## src/rtl/oled_pkg.sv

```systemverilog
// -----------------------------------------------------------------------------
// oled_pkg
// Geometry shared by everything that touches the 128x64 1bpp SSD1306
// framebuffer (the SPI writer on one side, the video scanout on the other).
// The framebuffer is page-organised: one byte covers 8 vertical pixels of a
// column, and its address is {page[2:0], column[6:0]}.
// -----------------------------------------------------------------------------
package oled_pkg;

  localparam int OLED_WIDTH  = 128;
  localparam int OLED_HEIGHT = 64;
  localparam int OLED_PAGES  = 8;
  localparam int FB_ADDR_W   = 10;
  localparam int PAGE_W      = 3;
  localparam int COL_W       = 7;
  localparam int ROW_W       = 6;
  localparam int BIT_W       = 3;

  typedef logic [PAGE_W-1:0]    page_t;
  typedef logic [COL_W-1:0]     col_t;
  typedef logic [FB_ADDR_W-1:0] fb_addr_t;

  // Per-pixel side-band that travels with the read address through the pipe.
  typedef struct packed {
    logic             active;
    logic             hs;
    logic             vs;
    logic [BIT_W-1:0] bit_idx;
  } scan_tag_t;

  function automatic fb_addr_t fb_addr(input page_t page, input col_t col);
    return {page, col};
  endfunction

endpackage

```

## src/rtl/oled_video_timing.sv

```systemverilog
// -----------------------------------------------------------------------------
// oled_video_timing
// Raster counters for the scaled OLED image. Active area comes first in every
// line and frame, blanking follows. Pixel coordinates are tracked with
// sub-pixel counters so no divide/multiply is needed.
// Ports: clk_i, rst_ni (async active-low)
//        active_o       h/v inside the active area
//        hs_o / vs_o    sync strobes (undelayed)
//        frame_start_o  h_cnt == 0 and v_cnt == 0
//        x_pix_o/y_pix_o OLED pixel coordinate of the current clock
// -----------------------------------------------------------------------------
module oled_video_timing
  import oled_pkg::*;
#(
  parameter int SCALE   = 3,
  parameter int H_FRONT = 16,
  parameter int H_SYNC  = 8,
  parameter int H_BACK  = 32,
  parameter int V_FRONT = 4,
  parameter int V_SYNC  = 2,
  parameter int V_BACK  = 10
) (
  input  logic             clk_i,
  input  logic             rst_ni,
  output logic             active_o,
  output logic             hs_o,
  output logic             vs_o,
  output logic             frame_start_o,
  output logic [COL_W-1:0] x_pix_o,
  output logic [ROW_W-1:0] y_pix_o
);

  localparam int H_ACTIVE = OLED_WIDTH * SCALE;
  localparam int V_ACTIVE = OLED_HEIGHT * SCALE;
  localparam int H_TOTAL  = H_ACTIVE + H_FRONT + H_SYNC + H_BACK;
  localparam int V_TOTAL  = V_ACTIVE + V_FRONT + V_SYNC + V_BACK;
  localparam int H_W      = $clog2(H_TOTAL);
  localparam int V_W      = $clog2(V_TOTAL);
  localparam int SUB_W    = (SCALE > 1) ? $clog2(SCALE) : 1;

  localparam logic [H_W-1:0]   H_LAST   = H_W'(H_TOTAL - 1);
  localparam logic [H_W-1:0]   H_ACTEND = H_W'(H_ACTIVE);
  localparam logic [H_W-1:0]   H_HSPOS  = H_W'(H_ACTIVE + H_FRONT);
  localparam logic [V_W-1:0]   V_LAST   = V_W'(V_TOTAL - 1);
  localparam logic [V_W-1:0]   V_ACTEND = V_W'(V_ACTIVE);
  localparam logic [V_W-1:0]   V_VSPOS  = V_W'(V_ACTIVE + V_FRONT);
  localparam logic [SUB_W-1:0] SUB_LAST = SUB_W'(SCALE - 1);

  logic [H_W-1:0]   h_cnt_q, h_cnt_d;
  logic [V_W-1:0]   v_cnt_q, v_cnt_d;
  logic [SUB_W-1:0] x_sub_q, x_sub_d, y_sub_q, y_sub_d;
  logic [COL_W-1:0] x_pix_q, x_pix_d;
  logic [ROW_W-1:0] y_pix_q, y_pix_d;
  logic             h_wrap_s, v_wrap_s, h_act_s, v_act_s;

  assign h_wrap_s = (h_cnt_q == H_LAST);
  assign v_wrap_s = (v_cnt_q == V_LAST);
  assign h_act_s  = (h_cnt_q < H_ACTEND);
  assign v_act_s  = (v_cnt_q < V_ACTEND);

  // Next-state for raster and pixel counters.
  always_comb begin
    h_cnt_d = h_cnt_q;
    v_cnt_d = v_cnt_q;
    x_sub_d = x_sub_q;
    x_pix_d = x_pix_q;
    y_sub_d = y_sub_q;
    y_pix_d = y_pix_q;

    // Horizontal: x only advances inside the active part of the line, so it
    // simply parks during blanking until the line wrap clears it.
    if (h_wrap_s) begin
      h_cnt_d = '0;
      x_sub_d = '0;
      x_pix_d = '0;
    end else begin
      h_cnt_d = h_cnt_q + H_W'(1);
      if (h_act_s) begin
        if (x_sub_q == SUB_LAST) begin
          x_sub_d = '0;
          x_pix_d = x_pix_q + COL_W'(1);
        end else begin
          x_sub_d = x_sub_q + SUB_W'(1);
        end
      end else begin
        x_sub_d = x_sub_q;
      end
    end

    // Vertical: same scheme, stepped once per line wrap.
    if (h_wrap_s) begin
      if (v_wrap_s) begin
        v_cnt_d = '0;
        y_sub_d = '0;
        y_pix_d = '0;
      end else begin
        v_cnt_d = v_cnt_q + V_W'(1);
        if (v_act_s) begin
          if (y_sub_q == SUB_LAST) begin
            y_sub_d = '0;
            y_pix_d = y_pix_q + ROW_W'(1);
          end else begin
            y_sub_d = y_sub_q + SUB_W'(1);
          end
        end else begin
          y_sub_d = y_sub_q;
        end
      end
    end else begin
      v_cnt_d = v_cnt_q;
    end
  end

  // Counter state registers.
  always_ff @(posedge clk_i or negedge rst_ni) begin
    if (!rst_ni) begin
      h_cnt_q <= '0;
      v_cnt_q <= '0;
      x_sub_q <= '0;
      x_pix_q <= '0;
      y_sub_q <= '0;
      y_pix_q <= '0;
    end else begin
      h_cnt_q <= h_cnt_d;
      v_cnt_q <= v_cnt_d;
      x_sub_q <= x_sub_d;
      x_pix_q <= x_pix_d;
      y_sub_q <= y_sub_d;
      y_pix_q <= y_pix_d;
    end
  end

  assign active_o      = h_act_s & v_act_s;
  assign hs_o          = (h_cnt_q == H_HSPOS);
  assign vs_o          = (v_cnt_q == V_VSPOS) && (h_cnt_q == '0);
  assign frame_start_o = (h_cnt_q == '0) && (v_cnt_q == '0);
  assign x_pix_o       = x_pix_q;
  assign y_pix_o       = y_pix_q;

endmodule

```

## src/rtl/synch_2.sv

```systemverilog
// -----------------------------------------------------------------------------
// synch_2
// Two-flop synchroniser for quasi-static control bits crossing into clk.
// Ports: clk / rst_n (async active-low), in_i (async), out_o (synchronised).
// -----------------------------------------------------------------------------
module synch_2 #(
  parameter int WIDTH = 1
) (
  input  logic             clk,
  input  logic             rst_n,
  input  logic [WIDTH-1:0] in_i,
  output logic [WIDTH-1:0] out_o
);

  logic [WIDTH-1:0] meta_q;
  logic [WIDTH-1:0] sync_q;

  // Two-stage resynchronisation register chain.
  always_ff @(posedge clk or negedge rst_n) begin
    if (!rst_n) begin
      meta_q <= '0;
      sync_q <= '0;
    end else begin
      meta_q <= in_i;
      sync_q <= meta_q;
    end
  end

  assign out_o = sync_q;

endmodule

```

## src/rtl/oled_video_scanout.sv

```systemverilog
// -----------------------------------------------------------------------------
// oled_video_scanout
// Reads the 128x64 page-organised OLED framebuffer and produces scaled video.
// Pipeline (3 clocks from counter state to outputs, all outputs aligned):
//   S1 read_addr + tag registered, S2 memory returns byte / tag delayed,
//   S3 bit select, inversion and colour mux registered onto the outputs.
// Ports: clk_video, reset_n (async active-low), invert_video (async)
//        read_addr / read_data  framebuffer byte port (1-clock read latency)
//        video_rgb / video_de / video_hs / video_vs  video output
// -----------------------------------------------------------------------------
module oled_video_scanout
  import oled_pkg::*;
#(
  parameter int          SCALE    = 3,
  parameter int          H_FRONT  = 16,
  parameter int          H_SYNC   = 8,
  parameter int          H_BACK   = 32,
  parameter int          V_FRONT  = 4,
  parameter int          V_SYNC   = 2,
  parameter int          V_BACK   = 10,
  parameter logic [23:0] FG_COLOR = 24'hFFFFFF,
  parameter logic [23:0] BG_COLOR = 24'h000000
) (
  input  logic                 clk_video,
  input  logic                 reset_n,
  input  logic                 invert_video,
  output logic [FB_ADDR_W-1:0] read_addr,
  input  logic [7:0]           read_data,
  output logic [23:0]          video_rgb,
  output logic                 video_de,
  output logic                 video_hs,
  output logic                 video_vs
);

  logic             active_s, hs_s, vs_s, frame_start_s, invert_sync_s, pixel_s;
  logic [COL_W-1:0] x_pix_s;
  logic [ROW_W-1:0] y_pix_s;
  fb_addr_t         addr_q, addr_d;
  scan_tag_t        s1_q, s1_d, s2_q;
  logic             invert_frame_q, invert_frame_d;
  logic [23:0]      rgb_q, rgb_d;
  logic             de_q, hs_q, vs_q;

  oled_video_timing #(
    .SCALE  (SCALE),
    .H_FRONT(H_FRONT),
    .H_SYNC (H_SYNC),
    .H_BACK (H_BACK),
    .V_FRONT(V_FRONT),
    .V_SYNC (V_SYNC),
    .V_BACK (V_BACK)
  ) u_timing (
    .clk_i        (clk_video),
    .rst_ni       (reset_n),
    .active_o     (active_s),
    .hs_o         (hs_s),
    .vs_o         (vs_s),
    .frame_start_o(frame_start_s),
    .x_pix_o      (x_pix_s),
    .y_pix_o      (y_pix_s)
  );

  synch_2 #(.WIDTH(1)) u_invert_sync (
    .clk  (clk_video),
    .rst_n(reset_n),
    .in_i (invert_video),
    .out_o(invert_sync_s)
  );

  // SSD1306 bit order: LSB of a page byte is the top row of that page.
  assign pixel_s = read_data[s2_q.bit_idx] ^ invert_frame_q;

  // Next-state for address stage, inversion latch and colour mux.
  always_comb begin
    addr_d         = '0;
    s1_d           = '0;
    invert_frame_d = invert_frame_q;
    rgb_d          = '0;

    if (active_s) begin
      addr_d = fb_addr(page_t'(y_pix_s[5:3]), x_pix_s);
    end else begin
      addr_d = '0;
    end
    s1_d.active  = active_s;
    s1_d.hs      = hs_s;
    s1_d.vs      = vs_s;
    s1_d.bit_idx = y_pix_s[2:0];

    // Inversion only changes at the top-left corner so a frame never tears.
    if (frame_start_s) begin
      invert_frame_d = invert_sync_s;
    end else begin
      invert_frame_d = invert_frame_q;
    end

    if (s2_q.active) begin
      rgb_d = pixel_s ? FG_COLOR : BG_COLOR;
    end else begin
      rgb_d = '0;
    end
  end

  // Pipeline registers S1..S3 and the frame inversion latch.
  always_ff @(posedge clk_video or negedge reset_n) begin
    if (!reset_n) begin
      addr_q         <= '0;
      s1_q           <= '0;
      s2_q           <= '0;
      invert_frame_q <= 1'b0;
      rgb_q          <= '0;
      de_q           <= 1'b0;
      hs_q           <= 1'b0;
      vs_q           <= 1'b0;
    end else begin
      addr_q         <= addr_d;
      s1_q           <= s1_d;
      s2_q           <= s1_q;
      invert_frame_q <= invert_frame_d;
      rgb_q          <= rgb_d;
      de_q           <= s2_q.active;
      hs_q           <= s2_q.hs;
      vs_q           <= s2_q.vs;
    end
  end

  assign read_addr = addr_q;
  assign video_rgb = rgb_q;
  assign video_de  = de_q;
  assign video_hs  = hs_q;
  assign video_vs  = vs_q;

endmodule

```

## config.mk

```make
export PLATFORM = sky130hd
export DESIGN_NAME = oled_video_scanout
export DESIGN_NICKNAME = d
export VERILOG_FILES = /design/src/rtl/oled_pkg.sv /design/src/rtl/oled_video_timing.sv /design/src/rtl/synch_2.sv /design/src/rtl/oled_video_scanout.sv
export SDC_FILE = /design/constraint.sdc
export NUM_CORES = 1
export LEC_CHECK = 0
export ABC_AREA = 1
export CORE_MARGIN = 4
export CORE_UTILIZATION = 53
export CTS_CLUSTER_DIAMETER = 60
export CTS_CLUSTER_SIZE = 10
export DETAILED_ROUTE_END_ITERATION = 16
export HOLD_SLACK_MARGIN = 0.08
export PLACE_DENSITY = 0.82
export SLEW_MARGIN = 30
export SYNTH_ARGS = -nofsm -noshare
export SYNTH_HDL_FRONTEND = slang
export SYNTH_SLANG_ARGS = --single-unit
```

## constraint.sdc

```tcl
create_clock -name clk_video -period 1.5 [get_ports clk_video]
set_input_delay 0.3 -clock clk_video [delete_from_list [all_inputs] [get_ports clk_video]]
set_output_delay 0.3 -clock clk_video [all_outputs]
set_load 0.05 [all_outputs]
```

### After elaboration in Yosys (flattened, before gate mapping)

Cells that the tools add are included.
Widths: inputs -> output; s select.

* register bits: 86
* input bits: 11
* word-level logic and storage cells: 69

* add/sub/neg operators: 6
* order comparisons: 3
* eq/ne operators: 6
* multiplexer cells: 19
* bitwise gates (word level): 2
* reductions and logical operators: 11

Operators by type and width (count)
* $mux 24: 2
* $mux 7: 3
* $eq 9x9->1 const B: 2
* $mux 6: 3
* $eq 8x8->1 const B: 2
* $mux 2: 6
* $mux 10: 1
* $add 9x1->9 const B: 1
* $logic_not 9->1: 1
* $lt 9x9->1 const B: 1
* $mux 9: 1
* $add 8x1->8 const B: 1
* $logic_not 8->1: 1
* $lt 8x8->1 const B: 1
* $mux 8: 1
* $reduce_bool 2->1: 4
* $add 7x1->7 const B: 1
* $add 6x1->6 const B: 1
* $add 2x1->2 const B: 2
* $eq 2x2->1 const B: 2
* $lt 3x4->1 const B: 1
* $reduce_and 2->1: 2
* $bmux 1 s3: 1
* $reduce_and 3->1: 1
* 4 further kinds: 5

### Longest topological paths before layout

* word-level depth: 5
* depth in mapped cells: 9
* depth with buffers taken out: 8

### By module

A second synthesis with hierarchy kept.

* cell total of the unflattened synthesis: 345
* area, all modules: 3066.7 um^2

Modules (own cells, without submodules)
* oled_video_timing: times used 1, cells each 243, area each 1946.9 um^2, seq. area each 850.8 um^2
* oled_video_scanout: times used 1, cells each 100, area each 1069.8 um^2, seq. area each 675.6 um^2
* synch_2: times used 1, cells each 2, area each 50.0 um^2, seq. area each 50.0 um^2

### Worst setup path before layout

No wires, ideal clock.

* path kind: flip-flop to output port
* from: register video_rgb[22] (netlist name)
* to: output video_rgb[10]
* arrival: 1267 ps
* slack: -67 ps
* stages on the path, launching flop included: 2
* cells stage by stage: dfrtp_1 > buf_4

RTL lines
* to (decl): RTL line oled_video_scanout.sv:29 `output logic [23:0] video_rgb,`

### Worst setup path in the final report

* from: register u_timing.h_cnt_q[1]
* to: register u_timing.y_pix_q[0] (netlist: u_timing.y_pix_o[0])

* cells in the longest elaborated chain, start to end: 2

RTL lines
* from (decl): RTL line oled_video_timing.sv:49 `logic [H_W-1:0] h_cnt_q, h_cnt_d;`
* from (signal assigned): RTL line oled_video_timing.sv:124 `h_cnt_q <= h_cnt_d;`
* $eq 9x9->1: RTL line oled_video_timing.sv:56 `assign h_wrap_s = (h_cnt_q == H_LAST);`
* $reduce_and 3->1 (no line)
* to (signal assigned): RTL line oled_video_timing.sv:129 `y_pix_q <= y_pix_d;`
* to (decl): RTL line oled_video_timing.sv:53 `logic [ROW_W-1:0] y_pix_q, y_pix_d;`

Every way passes these cells.
A chain may end at the register's enable or synchronous reset.

==> results.md <==
* Worst-Margin Slew at ~0.41 ns
* Failing checks: setup timing
* Htree depth at 3
* Grt ovf at 0
* HP Class: flip-flop to flip-flop
* Netlist cell types at 29
* Sequential area share after synthesis at 53.5%
* Initial Util at between 50% and 60%
* RR Startpoint: u_timing.h_cnt_q[1]
* DIE AREA at 6810 sq um
* Minimum clock period at 1.50 ns
* CTS Buf Count at 9
* Reg-to-Reg End: u_timing.y_pix_o[0]
* Insertion delay to the later sink of the worst-skew pair at 0.33 ns
* RePlAce Congestion at 0.899
* Worst Clk Skew at about 0.0095 ns
* Hold WS at 0.345 ns
* Input/output buffers at 47
* WP data arrival at about 1.8 ns
* R2R cell count at 8
* Placed cell count at 435
* Setup ws final at -0.00366 ns
* Leak Pwr at 2.03 nW
* Max frequency at 665 MHz
* Pwr dens at 896 nW/um^2
* DRC Markers at 0
* Final WL at 6580 um
* Cells after synthesis at between 300 and 400
* Largest net degree at the start of global routing at 64
* Fin. Hold Viols at 0
* Synth-to-layout area growth at 39.9%
* Worst vdd ir at 0.724 mV
* RSZ-0062 raised after global routing: true
* Post-synth top area share at 53.5%
* Setup Total Neg Slack at -0.00366 ns
* Clock transition at path regs at 0.07 ns
* Mapped cell area at 2940 sq um
* Total Routing Usage GR at 19.3%
* Worst path bufs/invs at 2
* CP max FO at 4
* Ports at 48
* Die W at 82.5 um
* Root buffer cell: clkbuf_8
* DP Wirelength at 4340 um
* Critical path data required time at 1.77 ns
* Detailed Route Iter0 Violations at 181
* First-pass GRT wire length at approximately 10000 um
* Most frequent cells in the layout: nand2_1 (65), dfrtp_1 (62), inv_1 (46), nor2_1 (42), buf_12 (39)
* Most common cell after layout, fill and taps aside: nand2_1
* Hold path cells at 0
* Max_cap viols at 0
* #FFs+latches synth at 63
* Row count at 26
* Average cell area after synthesis at about 9 sq um
* Sink Count at 63
* Slew headroom at 72.3%
* DR vias/cell at 5.14
* Crit-path cells: ha_2 > nand2_2 > inv_4 > nand4_4 > buf_6 > nor3_4 > nand2_1 > nand2_1
* YS warnings at 0
* Outcome: finished with violations
* Placeable Area at 5240 sq um
* CP max stage cell: dfrtp_1
* Worst hold path startpoint: s1_q[4]
* R2r setup slk at -0.004 ns
* Hold EP: s2_q[4]
* Max-slew violation count at 0
* Final net count at between 400 and 500
* Critical Path End Type: flip-flop
* Crit path largest cell delay at 0.39 ns
* Number of antenna violations at the first check in global routing at 0
* Vias in the first global route at between 2k and 2.5k
* Vias post-DR at 2361
* Fin crit share at 100%
* Synthesized net count at roughly 350
* Leading area contributor after synthesis: dfrtp_1
* Drt wl/cell at 14.3 um
* Die H at between 80 and 90 um
* Dpl ws at -0.0282 ns
* Top cell by count, worst path: nand2_1
* CP delay by family, top: simple AND/OR/NAND/NOR gates
* Critical path class: flip-flop to flip-flop
* Final ANT Viol Nets at 0
* Critical Path Source Type: flip-flop
* Detailed-router iteration count before antenna repair at 4
* Ranking of synthesized cells by area: dfrtp_1 (54%), nand2_1 (8.5%), inv_1 (6.2%)
* CTS tree: yes
* Share of cells above drive strength 1 at 23.9%
* Antenna diodes at 0
* Max clock buf depth at 2
* Final cell count without fillers at between 400 and 500
* # setup viols final at 1
## worst register-to-register path, cell delays in order, from the launching register on
cell	delay (ns)
dfrtp_1	0.39
ha_2	0.21
nand2_2	0.08
inv_4	0.09
nand4_4	0.11
buf_6	0.16
nor3_4	0.22
nand2_1	0.10
nand2_1	0.09
## cells in the mapped netlist (all sizes together)
| library cell | number |
|---|---|
| a31oi | 1 |
| a21oi | 8 |
| inv | 50 |
| nand2 | 69 |
| xor2 | 4 |
| clkbuf | 1 |
| o21ai | 18 |
| and3 | 1 |
| buf | 27 |
| nand3b | 3 |
| ha | 6 |
| nand4 | 7 |
| dfrtp | 63 |
| o211ai | 1 |
| nor3 | 5 |
| a211oi | 2 |
| or2 | 1 |
| nor4 | 1 |
| clkinv | 1 |
| nand3 | 21 |
| nor2 | 46 |
## area by class of cell
cell class,count,area (sq um)
Sequential cell,63,1580
Fill cell,294,1120
Timing Repair Buffer,65,1030
Multi-Input combinational cell,194,1010
Inverter,51,198
Clock buffer,12,145
Tap cell,70,87.6
Clock inverter,4,70.1
## how the worst max path moves through the flow
stage                                    from             endpoint  cells past startpoint  slack, ns
final                     u_timing.h_cnt_q[1]  u_timing.y_pix_o[0]                      8     -0.004
after global placement    u_timing.v_cnt_q[0]  u_timing.y_pix_o[2]                      8       0.09
after detailed placement  u_timing.h_cnt_q[0]       invert_frame_q                      7      -0.03
after CTS                       video_rgb[22]         video_rgb[9]                      2      -0.01
after global routing      u_timing.h_cnt_q[1]  u_timing.y_pix_o[0]                      8      -0.09
after floorplan           u_timing.h_cnt_q[0]  u_timing.x_sub_q[1]                      8       0.18
## logic make-up after synthesis
group | after synthesis | synth area share [%]
and+or+nand+nor | 154 | 23.4
buffers and inverters | 79 | 13.9
DFF | 63 | 53.5
AOI/OAI and AO/OA | 30 | 5.40
adders and majority gates | 6 | 2.55
xor gates and xnor gates | 4 | 1.19
## flip-flops by register name, summed over array words and instances (netlist names)
signal and cells:
invert_frame_q 1, read_addr 10, s1_q 6, s2_q 6, u_invert_sync.meta_q 1, u_invert_sync.out_o 1, u_timing.h_cnt_q 9, u_timing.v_cnt_q 8
u_timing.x_pix_o 7, u_timing.x_sub_q 2, u_timing.y_pix_o 6, u_timing.y_sub_q 2, video_de 1, video_hs 1, video_rgb 1, video_vs 1
## power by group
part           switching (mW)  internal [mW]  leakage [nW]  total [mW]
clock network           0.632          0.977         0.110        1.61
logic                   0.206          0.169          1.10       0.375
registers             0.00401           1.70         0.828        1.71
## metrics by stage
step	power, mW	cell area [sq um]	util [%]
3_5_place_dp	2.10	3750	71.6
6_report	3.69	4120	78.6
3_3_place_gp	2.10	3750	71.6
2_1_floorplan	1.92	2950	-
4_1_cts	3.70	4000	76.3
5_1_grt	3.79	4120	78.6
## repair_timing
action,in CTS,in global routing
cloned,0,1
hold buffers,1,0
setup buffers,1,5
pin swaps,1,12
hold endpoints to repair,63,0
resized for setup,6,18
endpoints found under the setup margin,31,43
## layer usage
metal	part of all wire [%]	wire (um)	up-vias	track usage, %
met5	0	0	-	0
met3	7.5	491	8	5.42
met1	37	2460	1141	22.5
met2	54	3540	86	33.4
li1	-	-	1126	-
met4	1.3	86	0	7.84
No activity file was read; power rests on OpenSTA's default activity.
